--- config.mk ---
export PLATFORM = sky130hd
export DESIGN_NAME = gbdt_ram_loader
export DESIGN_NICKNAME = d
export VERILOG_FILES = /design/src/rtl/gbdt_ram_loader.sv
export SDC_FILE = /design/constraint.sdc
export NUM_CORES = 1
export LEC_CHECK = 0
export BUFFER_PORTS_ARGS = -buffer_cell sky130_fd_sc_hd__buf_2
export CAP_MARGIN = 40
export CORE_AREA = 2 2 121 123
export CTS_CLUSTER_SIZE = 25
export DETAILED_ROUTE_END_ITERATION = 6
export DIE_AREA = 0 0 123 125
export SYNTH_ARGS = -nofsm -noshare
export SYNTH_HDL_FRONTEND = slang
export SYNTH_SLANG_ARGS = --single-unit
--- constraint.sdc ---
create_clock -name gbdt_clk -period 4.5 [get_ports gbdt_clk]
set_input_delay 0.225 -clock gbdt_clk [delete_from_list [all_inputs] [get_ports gbdt_clk]]
set_output_delay 0.225 -clock gbdt_clk [all_outputs]
set_load 0.01 [all_outputs]
--- src/rtl/gbdt_ram_loader.sv ---
// gbdt_ram_loader
// Loads the eight per-class tree RAMs from a DMA beat stream before
// inference starts. Beats are packed LSB-first into 32-bit node words.
// Each completed word is written to the RAM of the current class. The
// current class steps through the set bits of used_classes, lowest first.
//
// Ports
//   gbdt_clk, gbdt_rst : clock, synchronous active-high reset
//   load_start         : one-cycle pulse; samples used_classes / words_per_ram
//   used_classes       : mask of class RAMs to fill
//   words_per_ram      : words written to each selected RAM (0..2^RAM_ADDR_WIDTH)
//   DMA_valid/DMA_data : beat stream with no backpressure
//   ram_we/ram_cs      : one-hot write strobe and chip select (identical)
//   ram_address/wdata  : shared write address and data
//   load_busy          : load in progress
//   load_done          : one-cycle completion pulse
//   load_err           : sticky; a beat arrived when none was expected
module gbdt_ram_loader #(
  parameter int DMA_RATE       = 8,
  parameter int RAM_ADDR_WIDTH = 10
) (
  input  logic                      gbdt_clk,
  input  logic                      gbdt_rst,
  input  logic                      load_start,
  input  logic [7:0]                used_classes,
  input  logic [RAM_ADDR_WIDTH:0]   words_per_ram,
  input  logic                      DMA_valid,
  input  logic [DMA_RATE-1:0]       DMA_data,
  output logic [7:0]                ram_we,
  output logic [7:0]                ram_cs,
  output logic [RAM_ADDR_WIDTH-1:0] ram_address,
  output logic [31:0]               ram_wdata,
  output logic                      load_busy,
  output logic                      load_done,
  output logic                      load_err
);

  localparam int         BEATS     = 32 / DMA_RATE;
  localparam logic [1:0] LAST_BEAT = 2'(BEATS - 1);
  localparam logic [RAM_ADDR_WIDTH:0] ONE_W = (RAM_ADDR_WIDTH+1)'(1);

  typedef enum logic [1:0] {IDLE, LOAD, FINISH} state_e;

  state_e                    state_q, state_d;
  logic [7:0]                mask_q, mask_d;
  logic [RAM_ADDR_WIDTH:0]   wpr_q, wpr_d;
  logic [RAM_ADDR_WIDTH-1:0] addr_q, addr_d;
  logic [2:0]                cls_q, cls_d;
  logic [1:0]                beat_q, beat_d;
  logic [31:0]               asm_q, asm_d;
  logic                      final_q, final_d;   // last word accepted; no more beats expected
  logic [7:0]                we_q, we_d;
  logic [RAM_ADDR_WIDTH-1:0] waddr_q, waddr_d;
  logic [31:0]               wdata_q, wdata_d;
  logic                      err_q, err_d;
  logic [3:0]                nxt_cls;

  function automatic logic [2:0] lowest_bit(input logic [7:0] m);
    lowest_bit = 3'd0;
    for (int i = 7; i >= 0; i--)
      if (m[i]) lowest_bit = 3'(i);
  endfunction

  // {found, index} of the lowest set mask bit strictly above ptr.
  function automatic logic [3:0] next_above(input logic [7:0] m, input logic [2:0] ptr);
    next_above = 4'd0;
    for (int i = 7; i >= 0; i--)
      if (m[i] && (i > int'(ptr))) next_above = {1'b1, 3'(i)};
  endfunction

  always_comb begin
    // NOTE: every variable gets a default before the case so no path leaves
    // one unassigned, which would infer a latch.
    state_d = state_q;
    mask_d  = mask_q;
    wpr_d   = wpr_q;
    addr_d  = addr_q;
    cls_d   = cls_q;
    beat_d  = beat_q;
    asm_d   = asm_q;
    final_d = final_q;
    we_d    = '0;
    waddr_d = waddr_q;
    wdata_d = wdata_q;
    err_d   = err_q;
    nxt_cls = next_above(mask_q, cls_q);

    case (state_q)
      IDLE: begin
        if (load_start) begin
          mask_d  = used_classes;
          wpr_d   = words_per_ram;
          err_d   = 1'b0;
          addr_d  = '0;
          beat_d  = '0;
          asm_d   = '0;
          final_d = 1'b0;
          cls_d   = lowest_bit(used_classes);
          state_d = (used_classes == 8'd0 || words_per_ram == '0) ? FINISH : LOAD;
        end
        if (DMA_valid) err_d = 1'b1;
      end

      LOAD: begin
        if (DMA_valid) begin
          if (final_q) begin
            err_d = 1'b1;
          end else begin
            asm_d[beat_q*DMA_RATE +: DMA_RATE] = DMA_data;
            if (beat_q == LAST_BEAT) begin
              // Word complete: register the write for the next cycle and
              // advance address/class now, so a beat in the write cycle
              // already targets the following slot.
              beat_d  = '0;
              we_d    = 8'd1 << cls_q;
              waddr_d = addr_q;
              wdata_d = asm_d;
              if ({1'b0, addr_q} == wpr_q - ONE_W) begin
                addr_d = '0;
                if (nxt_cls[3]) cls_d   = nxt_cls[2:0];
                else            final_d = 1'b1;
              end else begin
                addr_d = addr_q + 1'b1;
              end
            end else begin
              beat_d = beat_q + 2'd1;
            end
          end
        end
        // final_q is first seen high in the cycle of the final write.
        if (final_q) state_d = FINISH;
      end

      FINISH: begin
        if (DMA_valid) err_d = 1'b1;
        state_d = IDLE;
      end

      default: state_d = IDLE;
    endcase
  end

  always_ff @(posedge gbdt_clk) begin
    // NOTE: sequential state uses non-blocking assignments so every flop
    // samples the pre-edge values, independent of statement order.
    if (gbdt_rst) begin
      state_q <= IDLE;
      mask_q  <= '0;
      wpr_q   <= '0;
      addr_q  <= '0;
      cls_q   <= '0;
      beat_q  <= '0;
      asm_q   <= '0;
      final_q <= 1'b0;
      we_q    <= '0;
      waddr_q <= '0;
      wdata_q <= '0;
      err_q   <= 1'b0;
    end else begin
      state_q <= state_d;
      mask_q  <= mask_d;
      wpr_q   <= wpr_d;
      addr_q  <= addr_d;
      cls_q   <= cls_d;
      beat_q  <= beat_d;
      asm_q   <= asm_d;
      final_q <= final_d;
      we_q    <= we_d;
      waddr_q <= waddr_d;
      wdata_q <= wdata_d;
      err_q   <= err_d;
    end
  end

  assign ram_we      = we_q;
  assign ram_cs      = we_q;
  assign ram_address = waddr_q;
  assign ram_wdata   = wdata_q;
  assign load_busy   = (state_q != IDLE);
  assign load_done   = (state_q == FINISH);
  assign load_err    = err_q;

endmodule

* Word-level counts from Yosys, hierarchy flattened
Cells that the tools add are included.
Word-level totals: register bits 120, bits of input ports 31, output and inout bits 61, word-level logic and storage cells 120
Cells by class: add/subtract/negate cells 4, $lt $le $gt $ge 7, eq/ne operators 13, shift-type cells 3, multiplexer cells 54, bitwise operators 4, reduce and logical (&&, ||, !) cells 23
Operator list (count):
- 32-bit 2-to-1 mux | 3
- 32-bit case mux with 2 select lines | 1
- 10-bit 2-to-1 mux | 5
- 3-bit 2-to-1 mux | 14
- 5-bit negation with 34-bit output | 1
- 8-bit by 34-bit variable shift with 32-bit output (first input constant) | 1
- 8-bit by 34-bit indexed part select with 32-bit output | 1
- 32-bit bitwise mux | 1
- 4-bit 2-to-1 mux | 7
- 10-bit case mux with 2 select lines | 1
- 2-bit inequality test (second input constant) | 8
- 2-bit 2-to-1 mux | 7
- 3-bit > comparator (first input constant) | 4
- 10-bit by 11-bit == test with 1-bit output | 1
- 11-bit zero test | 1
- 11-bit by 1-bit subtractor with 11-bit output (second input constant) | 1
- 10-bit by 1-bit adder with 10-bit output (second input constant) | 1
- 1-bit 2-to-1 mux | 10
- 5-bit AND reduction | 2
- 8-bit zero test | 1
- 2-bit case mux with 2 select lines | 2
- 4-bit AND reduction | 2
- 1-bit by 3-bit left shift with 8-bit output (first input constant) | 1
- 1-bit logical AND | 7
- other kinds (18) | 25

* Longest topological paths before layout
Gate-level depths: netlist of the first run.
depth after elaboration 15, mapped depth 11, depth with buffers taken out 9

* Worst setup path before layout of the first run
OpenSTA, ideal clock, no wires.
path type register to register, start point register wpr_q[0], end point register cls_q[1], library setup time 0.139 ns, arrival time 2.522 ns, required time 4.361 ns, setup slack 1.840 ns, stages on the path, launching flop included 11, buffers on the path 2, period minus slack after synthesis 2.660 ns, cell sequence dfxtp_1 > buf_2 > inv_1 > ha_1 > nor4b_1 > a31oi_1 > a2111o_1 > o31ai_4 > and2_1 > buf_2 > a221oi_2
On the way: cells in the longest elaborated chain, start to end 4
RTL lines:
- start: declaration | RTL line 46 | logic [RAM_ADDR_WIDTH:0] wpr_q, wpr_d;
- start signal: assignment | RTL line 162 | wpr_q <= wpr_d;
- 11-bit by 1-bit subtractor with 11-bit output | RTL line 118 | if ({1'b0, addr_q} == wpr_q - ONE_W) begin
- 10-bit by 11-bit == test with 1-bit output | RTL line 118
- 2-bit inequality test (no line)
- 7-bit AND reduction (no line)
- end signal: assignment | RTL line 164 | cls_q <= cls_d;
- end: declaration | RTL line 48 | logic [2:0] cls_q, cls_d;
No other way between the ends. A chain may end at the register's enable or synchronous reset.

* Worst setup path in the final report of the first run
Same ends and word-level chain as after synthesis.

==> impl_metrics.ini, run 1 <==
[finish]
final_nets = 813
final_cells = 965
fillerInstances = 1414
diodes = 0
drive_gt1_frac = 0.173
areaGrowthSynthToFinish_pct = 20.0

[timing]
tns_ns = 0
timing.max_slew.rel_slack = 0.407
finalCriticalPeriod_ns = 3.06
drv_slew = 0
period_share = 0.680
final_hold_viol_count = 0
tightest_slew_ns = 0.883
fin_worst_skew_ns = 0.00887
clock.fmax_mhz = 327
rsz0062_at_grt = no
setup-violations-final = 0

[die]
die_height_um = 125
dieArea_sq_mm = 0.0154
placementRows = 44
die_w_um = 123
io_pins = 92
coreArea_sq_mm = 0.0142
initial_core_util = 0.388

[synth]
synth_flop_cell = dfxtp_1
synth-seq-area-share = 0.432
syn_inst = 704
synth_edf_count = 0
synth_top_area_frac = 0.432
synth-seq-cells = 119
synth_xor_area_frac = 0.0175
synth_cell_type_count = 59
yosys-mux-area-fraction = 0.00363
synth-simple-area-share = 0.256
synth-compound-area-share = 0.211
syn_area_per_cell_sq_um = 7.84
syn_area_sq_mm = 0.00552
yosys_warnings = 0
synth_top_family_by_area = simple AND/OR/NAND/NOR gates
synthTopCellsByCount = nor2_1, dfxtp_1, a21oi_1
synth.largest_area_cell = dfxtp_1
synth_fa_ha_area_frac = 0.0272
synth_nets = 747
async_flop_share = 0
yosysMostFrequentCell = nor2_1
ys_top_cells_by_area = dfxtp_1, a21oi_1, nor2_1

[route]
first_pass_iters = 5
drc = 0
dr_total_vias = 5052
drt-total-wl_um = 14600
antenna_left = 0
vias_per_cell = 5.24
wl_per_cell_um = 15.1
drt-initial-drc-count = 426

[power]
totalPowerFinal_w = 0.00273
power_density_mw_per_mm2 = 412
p_leak_nw = 2.57
peakVddDrop_v = 0.000275

[setup_path]
critPathLaunchType = register
path_class = reg2reg
endpoint_kind = register
path_max_fanout = 10
crit_required_ns = 4.79
crit_arrival_ns = 3.35

[global_route]
gr-total-overflow = 0
grt_max_degree = 63
antenna_found_initial = 0
grt_pass1_wl_um = 23900
first_global_vias = 4973
grt_use_total = 0.197

[placement]
place_inst = 935
portBuffers = 91
dp_hpwl_um = 10100
gp_congestion = 0.828

[clocking]
hold_buffers = 0
clockBufferDepth = 2
cts.clk_slew.worst_paths_ns = 0.05
cts.sinks = 119
clk_latency_ns = 0.42
cts_tree = yes
cts_made_buffers = 17
cts_setup_buffers = 0
cts_max_level = 4
cts_resized = 0
root_buffer = clkbuf_16

[min_path]
hold_path_class = in2reg

[job]
cap_violations = 0

[status]
status = completed
## area by class of cell
| class | count | area, sq um | share of cell area |
|---|---|---|---|
| multi-input combinational | 517 | 2850 | 0.430 |
| timing repair buffer | 98 | 548 | 0.0828 |
| inverter | 17 | 63.8 | 0.00964 |
| sequential | 119 | 2380 | 0.360 |
| clock buffer | 22 | 474 | 0.0716 |
| clock inverter | 8 | 75.1 | 0.0113 |
| tap | 184 | 230 | 0.0348 |
## cells by family after synthesis
family	Yosys count
AND/OR/NAND/NOR	306
AO/OA/AOI/OAI	186
flip-flops	119
buffers and inverters	68
adder cells (fa/ha/maj)	12
XOR/XNOR	11
multiplexers	2
## metrics by stage
stage	cell area, sq um	worst slack, ns	utilization	hold slack [ns]
after floorplan	5520	1.84	-	0.361
after detailed placement	6070	1.45	0.428	0.449
after global routing	6620	1.18	0.466	0.0696
after global placement	6010	1.58	0.423	0.440
after CTS	6620	1.44	0.466	0.0501
final	6620	1.44	0.466	0.0667
## report_power, final
group	internal (W)	total (W)	switching (W)	leakage (nW)
Combinational	0.000124	0.000352	0.000228	1.33
Clock	0.000792	0.00126	0.000467	0.272
Sequential	0.00108	0.00112	0.0000374	0.962
Total	0.00200	0.00273	0.000732	2.57
## state kept, by name, indices dropped and copies added, names as in the netlist
signal       flops
addr_q          10
final_q          1
ram_cs           8
state_q          2
ram_wdata       32
wpr_q           11
ram_address     10
beat_q           2
load_err         1
mask_q           7
cls_q            3
asm_q           32
## critical path, cell delays in order (launching register included)
cell and delay, ns:
dfxtp_1 0.37, inv_1 0.08, ha_1 0.35, nor4b_1 0.57
a31oi_1 0.18, a2111o_1 0.49, o31ai_4 0.46, and2_1 0.35
a221oi_2 0.09
## layout by cell type (no fill, tap or decap), drive strengths merged, types with 2 or more instances in the layout
cell    netlist  routed
and2          2       2
nand2b        7       7
nor3         15      15
clkbuf       36      22
nor4          7       7
xnor2         7       7
nor4b         3       3
nand3b        3       3
inv          16      16
a211oi       35      35
o211ai        3       3
o21ai         9       9
nor2b        37      37
buf          15      98
nor2        120     120
clkinv        1       7
xor2          4       4
a221oi        2       2
a21oi       112     112
and3          3       3
ha           12      12
or3           6       6
nand3         8       8
dfxtp       119     119
a21o          6       6
nand4b        2       2
nand4         4       4
nand2        83      83
a31oi         3       3
mux2i         2       2
## per-layer routing
layer	track usage	vias up	routed length (um)
li1	-	2549	-
met1	0.244	2393	6580
met2	0.328	98	7190
met3	0.0525	12	672
met4	0.0729	0	175
met5	0	-	0
## worst paths after layout
path	to	cells after the start	start	slack [ns]
setup / recovery	cls_q[1]	8	wpr_q[0]	1.44
hold / removal	wpr_q[7]	3	words_per_ram[7]	0.07
setup reg to reg	cls_q[1]	8	wpr_q[0]	1.44
hold reg to reg	ram_address[2]	2	ram_address[2]	0.45
(Power assumes the default switching activity.)
==> inputs of run 2 (changes only) <==
Settings changed: ABC_AREA set to 1, CORE_AREA 2 2 121 123 to 2 2 123 125, DIE_AREA 0 0 123 125 to 0 0 125 127.
Clock period 4.5 ns to 2.55 ns, I/O delays scaled along.
==> run 2 against run 1 <==
  * Combinational power is 140% higher
  * Die area is 3.3% higher
  * Sequential share of layout area is 1.2 points lower
  * Worst hold slack worse by 0.056 ns
  * Sequential cell count stayed put
  * Via count is 5.9% higher
  * Non-clock buffer count is 7 higher
  * First-iteration DRC count is 14% lower
  * Clock power is 91% higher
  * Power is 92% higher
==> impl_metrics.ini, run 2 <==
[synth]
synth-compound-area-share = 0.160
synth.largest_area_cell = dfxtp_1
synthTopCellsByCount = nand2_1, dfxtp_1, inv_1
synth_top_area_frac = 0.420
synth_top_family_by_area = simple AND/OR/NAND/NOR gates
syn_area_per_cell_sq_um = 6.83
synth_cell_type_count = 32
yosys_warnings = 0
synth-simple-area-share = 0.258
synth_fa_ha_area_frac = 0.0265
yosysMostFrequentCell = nand2_1
yosys-mux-area-fraction = 0
syn_inst = 829
synth-seq-cells = 119
synth_edf_count = 0
synth-seq-area-share = 0.420
synth_xor_area_frac = 0.0155
synth_flop_cell = dfxtp_1
async_flop_share = 0
synth_nets = 872
ys_top_cells_by_area = dfxtp_1, nand2_1, inv_1
syn_area_sq_mm = 0.00567

[placement]
portBuffers = 91
dp_hpwl_um = 10100
placed_area_sq_mm = 0.00620
gp_congestion = 0.837

[clocking]
cts_tree = yes
hold_buffers = 5
clk_latency_ns = 0.43
cts.sinks = 119
root_buffer = clkbuf_16
cts_resized = 0
cts_setup_buffers = 0
cts_made_buffers = 17
cts_max_level = 4
cts.clk_slew.worst_paths_ns = 0.06
clockBufferDepth = 2

[die]
dieArea_sq_mm = 0.0159
io_pins = 92
die_w_um = 125
die_height_um = 127
placementRows = 44
initial_core_util = 0.393
coreArea_sq_mm = 0.0144

[finish]
final_cell_mix = nand2_1, inv_1, dfxtp_1
areaGrowthSynthToFinish_pct = 20.8
fillerInstances = 1469
diodes = 0
final_nets = 954
drive_gt1_frac = 0.160
fin_area_sq_mm = 0.00685
final_common_cell = nand2_1

[timing]
clock.fmax_mhz = 482
period_share = 0.814
tns_ns = 0
rsz0062_at_grt = no
fin_worst_skew_ns = 0.0109
tightest_slew_ns = 0.750
drv_slew = 0
finalCriticalPeriod_ns = 2.08
final_hold_viol_count = 0
timing.max_slew.rel_slack = 0.500
setup-violations-final = 0

[route]
first_pass_iters = 5
wl_met2_um = 6580
drt-met1-wl_um = 6860
antenna_left = 0
vias_per_cell = 4.83
routed.top_layer = met4
wl_per_cell_um = 12.9
wl_met3_um = 694
dr_total_vias = 5351
drt-total-wl_um = 14300
drt-initial-drc-count = 365
drc = 0

[setup_path]
cp_top_family = simple AND/OR/NAND/NOR gates
crit_required_ns = 2.86
path_class = reg2reg
critPathLaunchType = register
crit_slowest_cell = dfxtp_1
endpoint_kind = register
crit_chain = inv_1 -> ha_1 -> inv_2 -> or2_1 -> inv_2 -> nor2_1 -> inv_1 -> nor2_2 -> nand4_1 -> nor3_1 -> xor2_1 -> nor2_1
critical_path_buf_inv_count = 4
crit_arrival_ns = 2.38
path_max_fanout = 5
slowest_delay_ns = 0.38

[power]
totalPowerFinal_w = 0.00525
peakVddDrop_v = 0.000551
p_leak_nw = 3.22
power_density_mw_per_mm2 = 766

[global_route]
grt_pass1_wl_um = 23900
grt_use_total = 0.186
gr-total-overflow = 0
grt_max_degree = 65
first_global_vias = 4976
antenna_found_initial = 0

[min_path]
hold_path_class = in2reg

[status]
status = completed

[job]
cap_violations = 0
-- run 2: changes by cell type after synthesis, moves of 9 or more --
cell / before / now
nor2b_1: 37 / 0
nor2_1: 120 / 111
o22ai_1: 0 / 24
a21oi_1: 111 / 71
nand2_1: 83 / 170
clkbuf_1: 36 / 20
o21ai_0: 7 / 72
nand3_1: 8 / 24
a211oi_1: 35 / 0
inv_1: 15 / 119
-- run 2: stage by stage --
stage                     worst slack [ns]  hold slack (ns)   util  instances
after detailed placement             0.520            0.424  0.430       1071
after global routing                 0.263           0.0243  0.475       1108
after CTS                            0.489          0.00301  0.475       1108
final                                0.475           0.0110  0.475       1108
after global placement               0.524            0.411  0.430       1071
after floorplan                      0.778            0.277      -        829
-- run 2: cell families after synthesis --
group / after synthesis
xor gates and xnor gates: 10
AOI/OAI and AO/OA: 172
adders and majority gates: 12
DFF: 119
and+or+nand+nor: 351
buffers and inverters: 165
-- run 2: worst paths after layout --
| check | startpoint | to | slack, ns | cells after the start |
|---|---|---|---|---|
| worst max-delay path | state_q[0] | addr_q[5] | 0.47 | 12 |
| worst min-delay path | words_per_ram[1] | wpr_q[1] | 0.01 | 3 |
| worst max register to register | state_q[0] | addr_q[5] | 0.47 | 12 |
| worst min register to register | asm_q[31] | asm_q[31] | 0.46 | 2 |
-- run 2: tightest hold or removal path, stage by stage --
cell and delay [ns]:
buf_2 0.08, o21ai_0 0.07, a21oi_1 0.11
-- run 2: power by group --
part / switching [W] / internal, W / leakage [nW]
Sequential: 0.0000754 / 0.00193 / 0.964
Clock: 0.000912 / 0.00150 / 0.282
Combinational: 0.000563 / 0.000268 / 1.98
Total: 0.00155 / 0.00370 / 3.22
-- run 2: layout make-up --
| class | instances | area [sq um] | share of cell area |
|---|---|---|---|
| timing repair buffer | 105 | 573 | 0.0837 |
| inverter | 123 | 462 | 0.0674 |
| multi-input combinational | 545 | 2600 | 0.380 |
| sequential | 119 | 2380 | 0.348 |
| clock buffer | 19 | 453 | 0.0662 |
| tap | 184 | 230 | 0.0336 |
| clock inverter | 13 | 144 | 0.0210 |
-- run 2: metal layers --
metal	GRT usage	vias to the layer above
met3	0.0452	21
met5	0	-
met2	0.307	125
met1	0.240	2409
li1	-	2796
met4	0.0634	0
